`src/rtl/lcm_pkg.sv`:
```
// Shared constants for the LCM datapath: FSM encoding, default width, divider lanes.
package lcm_pkg;
  localparam int LCM_W     = 32;
  localparam int NUM_LANES = 2;

  typedef enum logic [1:0] {
    IDLE = 2'd0,
    LOAD = 2'd1,
    DIV  = 2'd2,
    DONE = 2'd3
  } state_t;
endpackage

```
`src/rtl/udiv_seq.sv`:
```
// Restoring unsigned divider, one quotient bit per clock; load seeds the dividend.
// quotient/remainder show the result of the step being taken this cycle.
module udiv_seq
  import lcm_pkg::*;
#(
  parameter int W = LCM_W
) (
  input  logic         clk,
  input  logic         rst,
  input  logic         load,
  input  logic [W-1:0] dividend,
  input  logic [W-1:0] divisor,
  output logic [W-1:0] quotient,
  output logic [W-1:0] remainder
);
  logic [W-1:0] rem_q, quo_q, rem_n, quo_n;
  logic [W:0]   sh, diff;

  // sh < 2*divisor, so a set bit W in diff means the trial subtraction borrowed
  always_comb begin
    sh   = {rem_q, quo_q[W-1]};
    diff = sh - {1'b0, divisor};
    if (!diff[W]) begin
      rem_n = diff[W-1:0];
      quo_n = {quo_q[W-2:0], 1'b1};
    end else begin
      rem_n = sh[W-1:0];
      quo_n = {quo_q[W-2:0], 1'b0};
    end
  end

  always_ff @(posedge clk) begin
    if (rst) begin
      rem_q <= '0;
      quo_q <= '0;
    end else if (load) begin
      rem_q <= '0;
      quo_q <= dividend;
    end else begin
      rem_q <= rem_n;
      quo_q <= quo_n;
    end
  end

  assign quotient  = quo_n;
  assign remainder = rem_n;
endmodule

```
`src/rtl/lcm_scale.sv`:
```
// Scale factors k1=lcm/n1, k2=lcm/n2 via two parallel sequential dividers.
// LCM_SCALE_REMAINDER_CHECK_EN: also flag err when lcm_in is not a multiple of n1 or n2.
module lcm_scale
  import lcm_pkg::*;
#(
  parameter int W = LCM_W
) (
  input  logic         clk,
  input  logic         rst,
  input  logic         start,
  input  logic [W-1:0] lcm_in,
  input  logic [W-1:0] n1,
  input  logic [W-1:0] n2,
  output logic         busy,
  output logic         done,
  output logic [W-1:0] k1,
  output logic [W-1:0] k2,
  output logic         err
);
  localparam int CW = $clog2(W) + 1;

  state_t                      state;
  logic [CW-1:0]               cnt;
  logic [W-1:0]                lcm_q, n1_q, n2_q;
  logic [NUM_LANES-1:0][W-1:0] dvsr, quo;
  logic                        ld, rem_err;

`ifdef LCM_SCALE_REMAINDER_CHECK_EN
  logic [NUM_LANES-1:0][W-1:0] rem;
  assign rem_err = |rem;
`else
  logic [NUM_LANES-1:0][W-1:0] rem_unused;
  assign rem_err = 1'b0;
`endif

  assign dvsr = {n2_q, n1_q};
  assign ld   = (state == LOAD);

  for (genvar l = 0; l < NUM_LANES; l++) begin : g_lane
    udiv_seq #(.W(W)) u_div (
      .clk       (clk),
      .rst       (rst),
      .load      (ld),
      .dividend  (lcm_q),
      .divisor   (dvsr[l]),
      .quotient  (quo[l]),
`ifdef LCM_SCALE_REMAINDER_CHECK_EN
      .remainder (rem[l])
`else
      .remainder (rem_unused[l])
`endif
    );
  end

  always_ff @(posedge clk) begin
    if (rst) begin
      state <= IDLE;
      cnt   <= '0;
      lcm_q <= '0;
      n1_q  <= '0;
      n2_q  <= '0;
      busy  <= 1'b0;
      done  <= 1'b0;
      k1    <= '0;
      k2    <= '0;
      err   <= 1'b0;
    end else begin
      case (state)
        IDLE: begin
          done <= 1'b0;
          if (start) begin
            lcm_q <= lcm_in;
            n1_q  <= n1;
            n2_q  <= n2;
            busy  <= 1'b1;
            state <= LOAD;
          end
        end
        LOAD: begin
          cnt <= '0;
          if (n1_q == '0 || n2_q == '0) begin
            k1    <= '0;
            k2    <= '0;
            err   <= 1'b1;
            done  <= 1'b1;
            busy  <= 1'b0;
            state <= DONE;
          end else begin
            state <= DIV;
          end
        end
        DIV: begin
          cnt <= cnt + 1'b1;
          // the dividers' outputs already include this cycle's (final) step
          if (cnt == CW'(W - 1)) begin
            k1    <= quo[0];
            k2    <= quo[1];
            err   <= rem_err;
            done  <= 1'b1;
            busy  <= 1'b0;
            state <= DONE;
          end
        end
        DONE: begin
          done  <= 1'b0;
          state <= IDLE;
        end
        default: begin
          busy  <= 1'b0;
          done  <= 1'b0;
          state <= IDLE;
        end
      endcase
    end
  end
endmodule

```
`config.mk`:
```
export PLATFORM = sky130hd
export DESIGN_NAME = lcm_scale
export DESIGN_NICKNAME = d
export VERILOG_FILES = /design/src/rtl/lcm_pkg.sv /design/src/rtl/udiv_seq.sv /design/src/rtl/lcm_scale.sv
export SDC_FILE = /design/constraint.sdc
export NUM_CORES = 1
export LEC_CHECK = 0
export BUFFER_PORTS_ARGS = -buffer_cell sky130_fd_sc_hd__buf_2
export CAP_MARGIN = 20
export CORE_MARGIN = 2
export CORE_UTILIZATION = 41
export DETAILED_ROUTE_END_ITERATION = 6
export GPL_TIMING_DRIVEN = 0
export PLACE_DENSITY = 0.71
export SYNTH_ARGS = -nofsm -noshare
export SYNTH_HDL_FRONTEND = slang
export SYNTH_SLANG_ARGS = --single-unit
```
`constraint.sdc`:
```
create_clock -name clk -period 2.8 [get_ports clk]
set_input_delay 0.28 -clock clk [delete_from_list [all_inputs] [get_ports clk]]
set_output_delay 0.28 -clock clk [all_outputs]
set_load 0.01 [all_outputs]
```
# After elaboration in Yosys (flattened, before gate mapping)
# Cells that the tools add are included.
# Widths: inputs -> output; s select.
op_classes:
  reduce_logical: 13
  eq_ne: 7
  addsub: 3
  n_mux: 24
op_table:
  columns: ["op", "n"]
  rows:
  - ["$mux 32", 7]
  - ["$pmux 32 s2", 2]
  - ["$sub 33x32->33", 2]
  - ["$logic_not 32->1", 2]
  - ["$pmux 6 s2", 1]
  - ["$mux 1", 8]
  - ["$pmux 2 s4", 1]
  - ["$add 6x1->6 const B", 1]
  - ["$eq 6x5->1 const B", 1]
  - ["$ne 2x2->1 const B", 3]
  - ["$pmux 1 s3", 2]
  - ["$reduce_and 2->1", 3]
  - ["$eq 2x2->1 const B", 2]
  - ["$mux 2", 2]
  - ["$reduce_and 4->1", 1]
  - ["$reduce_or 2->1", 2]
  - ["$reduce_and 3->1", 1]
  - ["$reduce_bool 3->1", 1]
  - ["$eq 2x1->1 const B", 1]
  - ["$logic_not 2->1", 1]
  - ["$pmux 1 s2", 1]
  - ["$reduce_bool 2->1", 1]
  - ["$logic_or 1x1->1", 1]
word_totals:
  wordCells: 61
  reg_bits: 299
  out_inout_bits: 67

# Depth between registers and ports, before layout
# Gate-level depths: netlist (run 1).
logic_depth:
  word_depth: 4
  ltp_mapped: 15

# By module
# Synthesis (run 1) repeated with hierarchy kept, for this count alone.
hier_totals:
  hier_cells: 1907
  area_unflattened_um2: 15807.7
by_module_without_submodules:
  columns: ["mod", "instances", "area_per_inst_um2", "cells_each", "seq_area_each_um2"]
  rows:
  - ["udiv_seq", 2, 4672.0, 552, 1281.2]
  - ["lcm_scale", 1, 6463.7, 803, 3423.3]

# Worst setup path after synthesis (run 1)
# OpenSTA, ideal clock, no wires.
synth_path:
  kind: "reg2reg"
  startpoint: "reg g_lane[1].u_div.quo_q[31]"
  endpoint: "reg g_lane[1].u_div.rem_q[1]"
  t_arrival_ns: 2.768
  setup_time_ns: 0.065
  period_less_slack_ns: 2.833
  t_required_ns: 2.735
  path_buffers: 1
  path_stages_with_launch: 15
  setup_slack_ns: -0.033
  path_cell_list: "dfxtp_1 inv_1 ha_1 fa_1 nor2b_1 o31ai_1 a31o_2 a211oi_2 nor3_2 nor2_4 mux2i_4 nand2_2 buf_6 mux2_4 nor2_1"
synth_via:
  elab_chain_len: 2
synth_rtl:
  columns: ["item", "line", "text"]
  rows:
  - ["from (decl)", "udiv_seq.sv:16", "logic [W-1:0] rem_q, quo_q, rem_n, quo_n;"]
  - ["from (signal assigned)", "udiv_seq.sv:38", "quo_q <= dividend;"]
  - ["from (signal assigned)", "udiv_seq.sv:41", "quo_q <= quo_n;"]
  - ["$sub 33x32->33", "udiv_seq.sv:22", "diff = sh - {1'b0, divisor};"]
  - ["$mux 32", "udiv_seq.sv:23", "if (!diff[W]) begin"]
  - ["to (signal assigned)", "udiv_seq.sv:40", "rem_q <= rem_n;"]
  - ["to (decl)", "udiv_seq.sv:16", null]
# Every way passes these cells.
# A chain may end at the register's enable or synchronous reset.

# Final worst setup path (run 1)
layout_path:
  startpoint: "reg n1_q[18]"
  endpoint: "reg g_lane[0].u_div.rem_q[31]"
layout_via:
  elab_chain_len: 2
layout_rtl:
  columns: ["item", "line", "text"]
  rows:
  - ["from (decl)", "lcm_scale.sv:24", "logic [W-1:0] lcm_q, n1_q, n2_q;"]
  - ["from (signal assigned)", "lcm_scale.sv:73", "n1_q <= n1;"]
  - ["$sub 33x32->33", "udiv_seq.sv:22", null]
  - ["$mux 32", "udiv_seq.sv:23", null]
  - ["to (signal assigned)", "udiv_seq.sv:40", null]
  - ["to (decl)", "udiv_seq.sv:16", null]
# Every way passes these cells.

==> results of run 1 <==
==> cell type report <==
type | instances | area, um2 | area share
sequential | 299 | 6010 | 0.3206
multi-input combinational | 1286 | 8095 | 0.4318
buffer | 108 | 595.6 | 0.03177
clock inverter | 8 | 136.4 | 0.007275
tap | 455 | 569.3 | 0.03037
timing repair buffer | 292 | 2111 | 0.1126
clock buffer | 47 | 915.9 | 0.04886
antenna | 1 | 2.502 | 0.0001335
inverter | 83 | 311.5 | 0.01662
==> worst max-delay path: cells and delay by family (launching register included) <==
kind | cells | cell delay, ns
DFF | 1 | 0.35
and+or+nand+nor | 4 | 0.95
xor gates and xnor gates | 1 | 0.20
AOI/OAI and AO/OA | 4 | 0.74
adders and majority gates | 1 | 0.29
buffers and inverters | 3 | 0.34
==> layout by cell type (no fill, tap or decap), drive strengths merged, types with 4 or more instances in the layout <==
cell type | Yosys | final
nand2 | 338 | 338
dfxtp | 299 | 299
a21oi | 292 | 292
buf | 25 | 220
clkbuf | 89 | 131
dlygate4sd3 | 0 | 96
nor2 | 93 | 93
nand3 | 86 | 86
inv | 83 | 84
nand2b | 70 | 70
ha | 70 | 70
mux2i | 48 | 48
o21ai | 37 | 37
xnor2 | 36 | 36
a21o | 30 | 30
xor2 | 23 | 23
nand4 | 19 | 19
nor4 | 17 | 17
a211oi | 16 | 16
a31oi | 9 | 9
o21bai | 8 | 8
nor3 | 7 | 7
nor2b | 7 | 7
o2111ai | 7 | 7
o31ai | 7 | 7
o21a | 6 | 6
and3 | 5 | 5
or3 | 5 | 5
and2 | 4 | 4
a221oi | 4 | 4
==> kinds of logic (layout without fill, tap and decap cells) <==
family,Yosys count,in the layout
AOI/OAI and AO/OA,440,440
xor gates and xnor gates,59,59
adders and majority gates,72,72
buffers and inverters,197,538
DFF,299,299
muxes,50,50
other,0,1
and+or+nand+nor,665,665
==> flip-flops by register name (all words and copies together), names as in the netlist <==
signal	count
k2	32
n2_q	32
lcm_q	32
k1	32
busy	1
g_lane.u_div.rem_q	64
err	1
done	1
state	2
n1_q	32
cnt	6
g_lane.u_div.quo_q	64
==> per-stage QoR <==
stage / cells / hold slack (ns) / setup WS (ns)
after floorplan: 1782 / 0.4160 / 0.005315
after global placement: 2401 / 0.4391 / -0.3945
after detailed placement: 2402 / 0.4416 / -0.4294
after CTS: 2567 / 0.2279 / -0.1548
after global routing: 2579 / 0.2812 / -0.2668
final: 2579 / 0.2432 / -0.1433
==> timing repair <==
item / in CTS / in global routing
pin swaps: 14 / 20
gates cloned: 2 / 1
resized for setup: 76 / 97
hold endpoints to repair: 96 / 0
hold buffers: 96 / 0
endpoints found under the setup margin: 109 / 123
setup buffers: 16 / 12
==> power groups by stage <==
stage               registers [mW]  clock network [mW]  logic [mW]
global placement              5.41                   0        10.3
CTS                           5.36                4.34        11.9
detailed placement            5.43                   0        10.4
floorplan                     5.29                   0        8.22
global route                  5.46                4.53        14.3
finish                        5.39                4.29        13.1
==> worst max-delay path by stage <==
| stage | startpoint | end | slack (ns) | depth (start not counted) |
|---|---|---|---|---|
| final | n1_q[18] | g_lane[0].u_div.rem_q[31] | -0.14 | 13 |
| after global routing | n1_q[18] | g_lane[0].u_div.rem_q[31] | -0.27 | 13 |
| after CTS | n1_q[19] | g_lane[0].u_div.rem_q[31] | -0.15 | 14 |
| after detailed placement | n2_q[1] | k1[1] | -0.43 | 11 |
| after global placement | n2_q[31] | k1[5] | -0.39 | 11 |
| after floorplan | g_lane[1].u_div.quo_q[31] | g_lane[1].u_div.rem_q[1] | 0.005 | 14 |
==> per-layer routing <==
layer / GRT usage / part of all wire / vias up
met4: 0.05621 / 0.025 / 0
met2: 0.3917 / 0.48 / 411
li1: - / - / 6717
met5: 0 / 0 / -
met3: 0.04223 / 0.066 / 66
met1: 0.2878 / 0.43 / 6491
==> summary.md, run 1 <==
| Metric | Value |
|---|---|
| Clk sinks | `299` |
| TritonCTS buffer count | `31` |
| Core Util, Final | `0.5427` |
| CP Launch Type | `flop` |
| Initial core utilization | `0.4156` |
| Placed Area | `15770 um2` |
| 1st-pass router iterations | `5` |
| PwrDens | `1217 nW/um2` |
| Filler cells | `3177` |
| Fin area | `18750 um2` |
| Fin crit period | `2.943 ns` |
| Max-cap violations | `0` |
| Die W | `191.1 um` |
| Worst Hold Path EP | `state[0]` |
| Part of the power in registers | `0.236` |
| Wire per inst | `16.69 um` |
| CTS tree | `done` |
| Layout cells sized above 1 | `0.1837` |
| Largest net degree at the start of global routing | `17` |
| Post-synthesis compound-gate area fraction | `0.1811` |
| Post-synthesis xor/xnor area fraction | `0.03730` |
| Reg clk slew, reported paths | `0.07 ns` |
| Top-level port count | `166` |
| Antenna violations before repair | `1` |
| Least-Margin Pin Slew | `0.8723 ns` |
| Simple-gate share of the synthesized area | `0.2093` |
| Crit-path max FO | `8` |
| Die area | `36530 um2` |
| Mapped cell area | `14360 um2` |
| Worst vdd ir | `727.5 uV` |
| Adder-Cell Fraction of Synth Area | `0.06379` |
| Leak pwr | `7.499 nW` |
| Overall routing resource usage | `0.2257` |
| Max Clk Rate | `339.8 MHz` |
| Buffers on Ports | `164` |
| Slowest CP cell | `dfxtp_2` |
| Chip height | `191.1 um` |
| Detailed-route via count | `13685` |
| Worst Min Path Start | `start` |
| Cell Int Power | `13.33 mW` |
| Final Power | `22.82 mW` |
| H-tree depth | `1` |
| Most frequent CP cell | `or3_4` |
| Setup TNS | `-4.196 ns` |
| Sw Ratio | `0.4156` |
| Synth Register Bits | `299` |
| Worst r2r dst | `g_lane[0].u_div.rem_q[31]` |
| Unique masters post-synth | `70` |
| Yosys top cell by area | `dfxtp_1` |
| Final Max Slew Viols | `0` |
| Worst clock skew | `0.01393 ns` |
| Final Cycle Share | `1.051` |
| Failing checks | `setup timing` |
| Main synth FF type | `dfxtp_1` |
| Clock power frac | `0.188` |
| Final worst setup slack | `-0.1433 ns` |
| Rows | `68` |
| GRT overflow | `0` |
| Outcome | `finished with violations` |
| Layout area overhead | `30.57%` |
| Post-synthesis mux area share | `0.03617` |
| Vias/cell | `5.306` |
| Reg-to-reg setup timing slack | `-0.14 ns` |
| EDFF count, synth | `0` |
| Post-DP HPWL | `30.07 mm` |
| Async SR Flop Fraction | `0` |
| Yosys Warn Count | `0` |
| FF-to-FF Start | `n1_q[18]` |
| Synth Net Count | `1953` |
| Max-slew headroom | `0.4185` |
| Sequential area share after synthesis | `0.4169` |
| GPL Wtd Cong | `0.8925` |
| WP data arrival | `3.45 ns` |
| Ranking of synthesized cells by area | `dfxtp_1 (42%), a21oi_1 (10%), nand2_1 (8.8%)` |
| Max stage delay on crit path | `0.35 ns` |
| Core area | `34540 um2` |
| Mean Syn Cell Area | `8.057 um2` |
| Worst hold path type | `in2reg` |
| First-pass GRT wire length | `66.73 mm` |
| Crit-path cells | `inv_1, ha_1, buf_6, nand4_1, or3_4, or3_4, o2111ai_4, a31oi_4, xnor2_4, buf_12, nand4b_1, o31a_1, o211ai_1` |
| Root Driver | `clkbuf_16` |
| Cell depth of the worst flop-to-flop path | `13` |
| Comb power frac | `0.576` |
| Clock latency on the worst-skew pair | `0.59 ns` |
| Largest family of logic cells by synthesized area | `simple AND/OR/NAND/NOR gates` |
| Vias in the first global route | `13154` |
| Worst path required time | `3.31 ns` |
| NetSw | `9.483 mW` |
| Fin nets | `2272` |
| DRT iter0 DRCs | `954` |
| Final Hold Fails | `0` |
| Most common cell in the netlist | `nand2_1` |
| RSZ-0062 raised after global routing | `yes` |
| Clk buf depth | `3` |
| Remaining DRCs | `0` |
| Routed WL | `43.04 mm` |
| Final setup viols | `62` |
| Synth Instances | `1782` |
| Crit path kind | `reg2reg` |
| WHS Path Cells | `5` |
| Critical path endpoint category | `flop` |
| Post-synth top area share | `0.4169` |
| Post-synth top cells | `nand2_1 (337), dfxtp_1 (299), a21oi_1 (290), nor2_1 (92), clkbuf_1 (89)` |
| Post-DRT Antenna Nets | `0` |
Power figures use the tool's default switching activity.
==> run 2, diff against run 1 <==
--- a/config.mk
+++ b/config.mk
@@ -5,13 +5,13 @@
 export SDC_FILE = /design/constraint.sdc
 export NUM_CORES = 1
 export LEC_CHECK = 0
-export BUFFER_PORTS_ARGS = -buffer_cell sky130_fd_sc_hd__buf_2
 export CAP_MARGIN = 20
 export CORE_MARGIN = 2
 export CORE_UTILIZATION = 41
 export DETAILED_ROUTE_END_ITERATION = 6
+export DONT_BUFFER_PORTS = 1
 export GPL_TIMING_DRIVEN = 0
-export PLACE_DENSITY = 0.71
+export PLACE_DENSITY = 0.66
 export SYNTH_ARGS = -nofsm -noshare
 export SYNTH_HDL_FRONTEND = slang
 export SYNTH_SLANG_ARGS = --single-unit
==> run 2 against run 1 <==
Effect of this change: the flow still finishes with violations (setup timing); core utilization shrank 0.72 points; combinational power grew 12%; highest routed layer unchanged; non-clock buffer count shrank 133; design area shrank 1.3%; worst setup slack lost 0.13 ns; largest power group unchanged; critical path type unchanged; routed wire length grew 3.0%.
==> summary.md, run 2 (same netlist as run 1, synthesis figures left out) <==
| Metric | Value |
|---|---|
| PwrDens | `1327 nW/um2 (was 1217 nW/um2)` |
| Crit path kind | `reg2reg (unchanged)` |
| Die W | `191.1 um (unchanged)` |
| Clk sinks | `299 (unchanged)` |
| Vias in the first global route | `13164 (was 13154)` |
| Final worst setup slack | `-0.2698 ns (was -0.1433 ns)` |
| Antenna violations before repair | `2 (was 1)` |
| Commonest non-fill, non-tap cell in the layout | `nand2_1 (unchanged)` |
| GRT overflow | `0 (unchanged)` |
| Non-Filler Instances | `2449 (was 2579)` |
| RSZ-0062 raised after global routing | `yes (unchanged)` |
| CTS tree | `done (unchanged)` |
| Top Registers | `g_lane.u_div.quo_q: 64 flops, g_lane.u_div.rem_q: 64 flops (unchanged)` |
| Core area | `34540 um2 (unchanged)` |
| Max Clk Rate | `325.8 MHz (was 339.8 MHz)` |
| 1st-pass router iterations | `5 (unchanged)` |
| Chip height | `191.1 um (unchanged)` |
| Overall routing resource usage | `0.2357 (was 0.2257)` |
| Worst vdd ir | `620.2 uV (was 727.5 uV)` |
| Post-DP HPWL | `30.11 mm (was 30.07 mm)` |
| DRT iter0 DRCs | `777 (was 954)` |
| Crit-path cells | `inv_2, ha_4, buf_6, nand4_1, or3_4, or3_4, o2111ai_4, a31oi_4, xnor2_4, buf_12, buf_6, buf_12, mux2i_1, nor2_1 (was inv_1, ha_1, buf_6, nand4_1, or3_4, or3_4, o2111ai_4, a31oi_4, xnor2_4, buf_12, nand4b_1, o31a_1, o211ai_1)` |
| CP bufs+invs | `5 (was 3)` |
| Worst path required time | `3.23 ns (was 3.31 ns)` |
| Least-Margin Pin Slew | `1.016 ns (was 0.8723 ns)` |
| Layout area overhead | `28.84% (was 30.57%)` |
| Final Max Slew Viols | `0 (unchanged)` |
| Vias/cell | `5.401 (was 5.306)` |
| Max-slew headroom | `0.3226 (was 0.4185)` |
| Die area | `36530 um2 (unchanged)` |
| Outcome | `finished with violations (unchanged)` |
| Max stage delay on crit path | `0.41 ns (was 0.35 ns)` |
| Buffers on Ports | `0 (was 164)` |
| WHS Path Cells | `4 (was 5)` |
| Reg clk slew, reported paths | `0.06 ns (was 0.07 ns)` |
| First-pass GRT wire length | `69.32 mm (was 66.73 mm)` |
| GPL Wtd Cong | `0.9070 (was 0.8925)` |
| Placed Area | `14930 um2 (was 15770 um2)` |
| Root Driver | `clkbuf_16 (unchanged)` |
| Largest net degree at the start of global routing | `16 (was 17)` |
| Rows | `68 (unchanged)` |
| Detailed-route via count | `13228 (was 13685)` |
| Routed WL | `44.32 mm (was 43.04 mm)` |
| CP top delay family | `simple AND/OR/NAND/NOR gates (unchanged)` |
| Cell depth of the worst flop-to-flop path | `14 (was 13)` |
| CP Launch Type | `flop (unchanged)` |
| Final Cycle Share | `1.096 (was 1.051)` |
| Post-DRT Antenna Nets | `0 (unchanged)` |
| H-tree depth | `1 (unchanged)` |
| Top-level port count | `166 (unchanged)` |
| Fin nets | `2139 (was 2272)` |
| Fin area | `18500 um2 (was 18750 um2)` |
| Initial core utilization | `0.4156 (unchanged)` |
| Final setup viols | `68 (was 62)` |
| Core Util, Final | `0.5355 (was 0.5427)` |
| Remaining DRCs | `0 (unchanged)` |
| Slowest CP cell | `or3_4 (was dfxtp_2)` |
| Fin crit period | `3.070 ns (was 2.943 ns)` |
| TritonCTS buffer count | `31 (unchanged)` |
| Placed cells | `2237 (was 2402)` |
| Critical Path Stages | `14 (was 13)` |
| Final Hold Fails | `0 (unchanged)` |
| Worst hold path type | `in2reg (unchanged)` |
| Failing checks | `setup timing (unchanged)` |
| Crit-path max FO | `6 (was 8)` |
| WP data arrival | `3.50 ns (was 3.45 ns)` |
| Max-cap violations | `0 (unchanged)` |
| Leak pwr | `7.001 nW (was 7.499 nW)` |
| Clk buf depth | `3 (unchanged)` |
| Layout cells sized above 1 | `0.1426 (was 0.1837)` |
| Clock latency on the worst-skew pair | `0.57 ns (was 0.59 ns)` |
| Commonest cells after routing, fill and taps aside | `nand2_1 (332), a21oi_1 (281), dfxtp_1 (278), dlygate4sd3_1 (96), nor2_1 (84) (was nand2_1 (332), dfxtp_1 (282), a21oi_1 (281), buf_2 (166), dlygate4sd3_1 (96))` |
| Wire per inst | `18.10 um (was 16.69 um)` |
| Worst clock skew | `0.01348 ns (was 0.01393 ns)` |
| Critical path endpoint category | `flop (unchanged)` |
[run 2: tightest hold or removal path, delay by kind of cell]
kind | cells | cell delay [ns]
compound gates | 3 | 0.35
buf+inv | 1 | 0.03
[run 2: where the power goes]
group | internal [mW] | leakage, nW | switching [mW]
registers | 4.92 | 2.44 | 0.498
logic | 6.79 | 4.02 | 7.94
clock network | 2.67 | 0.541 | 1.73
[run 2: area by class of cell]
| cell class | instances | area, um2 |
|---|---|---|
| Sequential cell | 299 | 6017 |
| Timing Repair Buffer | 161 | 1618 |
| Fill cell | 3199 | 16050 |
| Tap cell | 455 | 569.3 |
| Multi-Input combinational cell | 1286 | 8305 |
| Buffer | 106 | 579.3 |
| Clock inverter | 14 | 201.4 |
| Inverter | 83 | 311.5 |
| Clock buffer | 43 | 890.9 |
| Antenna cell | 2 | 5.005 |
[run 2: metrics by stage]
step	TNS, ns	worst slack [ns]	total power [mW]	hold slack [ns]
2_1_floorplan	0	0.005315	13.50	0.4160
3_3_place_gp	-30.88	-0.4030	15.70	0.4186
3_5_place_dp	-34.69	-0.4404	15.88	0.4230
4_1_cts	-8.009	-0.2096	23.31	0.1320
5_1_grt	-18.74	-0.3973	25.97	0.1688
6_report	-11.56	-0.2698	24.55	0.1483
[run 2: what timing repair did]
action,CTS,global route
pin swaps,24,31
setup endpoints to repair,135,128
endpoints found under the hold margin,96,0
gates resized for setup,141,93
buffers inserted,43,19
hold buffers,96,0
cloned,6,2
[run 2: worst paths after layout]
path | from | endpoint | slack (ns)
worst max register to register | n1_q[19] | g_lane[0].u_div.rem_q[2] | -0.27
worst max-delay path | n1_q[19] | g_lane[0].u_div.rem_q[2] | -0.27
worst min register to register | lcm_q[11] | lcm_q[11] | 0.46
worst min-delay path | start | state[0] | 0.15
[run 2: routing by layer]
layer	up-vias	global-route usage	part of all wire
li1	6458	-	-
met1	6263	0.2861	0.42
met2	402	0.4002	0.47
met3	105	0.05563	0.072
met4	0	0.09645	0.039
met5	-	0	0
==> run 3, diff against run 2 <==
--- a/config.mk
+++ b/config.mk
@@ -12,6 +12,7 @@
 export DONT_BUFFER_PORTS = 1
 export GPL_TIMING_DRIVEN = 0
 export PLACE_DENSITY = 0.66
+export SKIP_CTS_REPAIR_TIMING = 1
 export SYNTH_ARGS = -nofsm -noshare
 export SYNTH_HDL_FRONTEND = slang
 export SYNTH_SLANG_ARGS = --single-unit
==> run 3 against run 2 <==
Effect of this change: the run still ends with setup timing left; critical path depth unchanged; final cell count is 1.6% lower; combinational power fell by 15%; clock skew shrank 0.00055 ns; sequential cell count unchanged; fmax is 2.5% lower; sequential power hardly changed; total power shrank 9.0%; core utilization decreased by 2.5 points; routed wire length shrank 4.3%; largest cell class unchanged; largest power group unchanged; highest routed layer unchanged.
==> summary.md, run 3 (same netlist as run 1, synthesis figures left out) <==
| Metric | Value |
|---|---|
| Outcome | `finished with violations (unchanged)` |
| Failing checks | `setup timing (unchanged)` |
| Initial core utilization | `0.4156 (unchanged)` |
| Chip height | `191.1 um (unchanged)` |
| RSZ-0062 raised after global routing | `yes (unchanged)` |
| Post-DRT Antenna Nets | `0 (unchanged)` |
| Fin nets | `2099 (was 2139)` |
| Final setup viols | `68 (unchanged)` |
| Placed Area | `14930 um2 (unchanged)` |
| PwrDens | `1266 nW/um2 (was 1327 nW/um2)` |
| Core area | `34540 um2 (unchanged)` |
| Vias in the first global route | `12231 (was 13164)` |
| Max stage delay on crit path | `0.39 ns (was 0.41 ns)` |
| Final Power | `22.34 mW (was 24.55 mW)` |
| Buffers on Ports | `0 (unchanged)` |
| Worst path required time | `3.30 ns (was 3.23 ns)` |
| Max-cap violations | `0 (unchanged)` |
| Least-Margin Pin Slew | `1.062 ns (was 1.016 ns)` |
| CP top delay family | `compound AO/OA/AOI/OAI gates (was simple AND/OR/NAND/NOR gates)` |
| CP Launch Type | `flop (unchanged)` |
| Top Registers | `g_lane.u_div.quo_q: 64 flops, g_lane.u_div.rem_q: 64 flops (unchanged)` |
| Clk sinks | `299 (unchanged)` |
| Overall routing resource usage | `0.2164 (was 0.2357)` |
| Routed WL | `42.43 mm (was 44.32 mm)` |
| Crit-path max FO | `5 (was 6)` |
| Fin area | `17650 um2 (was 18500 um2)` |
| Max Clk Rate | `317.7 MHz (was 325.8 MHz)` |
| Clock latency on the worst-skew pair | `0.57 ns (about the same)` |
| DRT iter0 DRCs | `703 (was 777)` |
| Clk buf depth | `3 (unchanged)` |
| Layout area overhead | `22.92% (was 28.84%)` |
| Final worst setup slack | `-0.3478 ns (was -0.2698 ns)` |
| Final Hold Fails | `0 (unchanged)` |
| Fin crit period | `3.148 ns (was 3.070 ns)` |
| 1st-pass router iterations | `5 (unchanged)` |
| Worst clock skew | `0.01293 ns (was 0.01348 ns)` |
| Layout cells sized above 1 | `0.09426 (was 0.1426)` |
| GRT overflow | `0 (unchanged)` |
| Remaining DRCs | `0 (unchanged)` |
| Commonest cells after routing, fill and taps aside | `nand2_1 (336), a21oi_1 (287), dfxtp_1 (287), dlygate4sd3_1 (96), nor2_1 (89) (was nand2_1 (332), a21oi_1 (281), dfxtp_1 (278), dlygate4sd3_1 (96), nor2_1 (84))` |
| H-tree depth | `1 (unchanged)` |
| Rows | `68 (unchanged)` |
| Max-slew headroom | `0.2918 (was 0.3226)` |
| Detailed-route via count | `12936 (was 13228)` |
| Wire per inst | `17.61 um (was 18.10 um)` |
| Reg clk slew, reported paths | `0.06 ns (about the same)` |
| Crit path kind | `reg2reg (unchanged)` |
| First-pass GRT wire length | `63.55 mm (was 69.32 mm)` |
| Critical path endpoint category | `flop (unchanged)` |
| Largest net degree at the start of global routing | `16 (unchanged)` |
| Antenna violations before repair | `1 (was 2)` |
| TritonCTS buffer count | `31 (unchanged)` |
| Vias/cell | `5.370 (was 5.401)` |
| Worst vdd ir | `669.1 uV (was 620.2 uV)` |
| Die W | `191.1 um (unchanged)` |
| Final Cycle Share | `1.124 (was 1.096)` |
| Die area | `36530 um2 (unchanged)` |
| Root Driver | `clkbuf_16 (unchanged)` |
| Worst hold path type | `in2reg (unchanged)` |
| Slowest CP cell | `fa_2 (was or3_4)` |
| WP data arrival | `3.65 ns (was 3.50 ns)` |
| CP bufs+invs | `2 (was 5)` |
| Post-DP HPWL | `30.11 mm (unchanged)` |
| CTS tree | `done (unchanged)` |
| GPL Wtd Cong | `0.9070 (unchanged)` |
| Final Max Slew Viols | `0 (unchanged)` |
| Leak pwr | `6.690 nW (was 7.001 nW)` |
| Commonest non-fill, non-tap cell in the layout | `nand2_1 (unchanged)` |
| Top-level port count | `166 (unchanged)` |
| Crit-path cells | `inv_2, ha_4, fa_2, nor2b_2, o31ai_2, a31o_2, a211oi_4, nor3_4, nor2_4, mux2i_4, nand2_4, buf_12, mux2_4, nor2_2 (was inv_2, ha_4, buf_6, nand4_1, or3_4, or3_4, o2111ai_4, a31oi_4, xnor2_4, buf_12, buf_6, buf_12, mux2i_1, nor2_1)` |
## run 3: path summary, 6_finish.rpt
check / endpoint / cells past startpoint / start / slack (ns)
setup / recovery: g_lane[1].u_div.rem_q[1] / 14 / g_lane[1].u_div.quo_q[31] / -0.35
hold / removal: state[0] / 4 / start / 0.14
setup reg to reg: g_lane[1].u_div.rem_q[1] / 14 / g_lane[1].u_div.quo_q[31] / -0.35
hold reg to reg: lcm_q[5] / 2 / lcm_q[5] / 0.46
## run 3: tightest hold or removal path: stages
cell and delay (ns):
inv_1 0.03, a21boi_0 0.18, o21ai_0 0.10, a211oi_1 0.07
## run 3: through the flow
step	cells	setup TNS [ns]	worst slack [ns]	utilization	hold WS, ns
3_3_place_gp	2237	-30.88	-0.4030	0.4322	0.4186
6_report	2409	-16.25	-0.3478	0.5109	0.1444
4_1_cts	2294	-38.57	-0.4860	0.4638	-0.1821
2_1_floorplan	1782	0	0.005315	-	0.4160
5_1_grt	2408	-24.23	-0.4792	0.5108	0.1687
3_5_place_dp	2237	-34.69	-0.4404	0.4322	0.4230
## run 3: metal layers
layer / up-vias / wire length (um) / GRT usage
met2: 343 / 20030 / 0.3570
met4: 0 / 1520 / 0.09231
li1: 6381 / - / -
met3: 90 / 2967 / 0.05930
met1: 6122 / 17910 / 0.2649
met5: - / 0 / 0
## run 3: area by class of cell
cell class,instances,area [um2]
timing repair buffer,119,1232
clock inverter,14,201.4
tap,455,569.3
inverter,83,311.5
fill,3317,16900
multi-input combinational,1286,7889
sequential,299,6006
antenna,2,5.005
buffer,108,543.0
clock buffer,43,890.9
## run 3: where the power goes
part | switching [mW] | internal, mW
sequential | 0.472 | 4.92
clock | 1.74 | 2.67
combinational | 7.07 | 5.48
total | 9.28 | 13.1
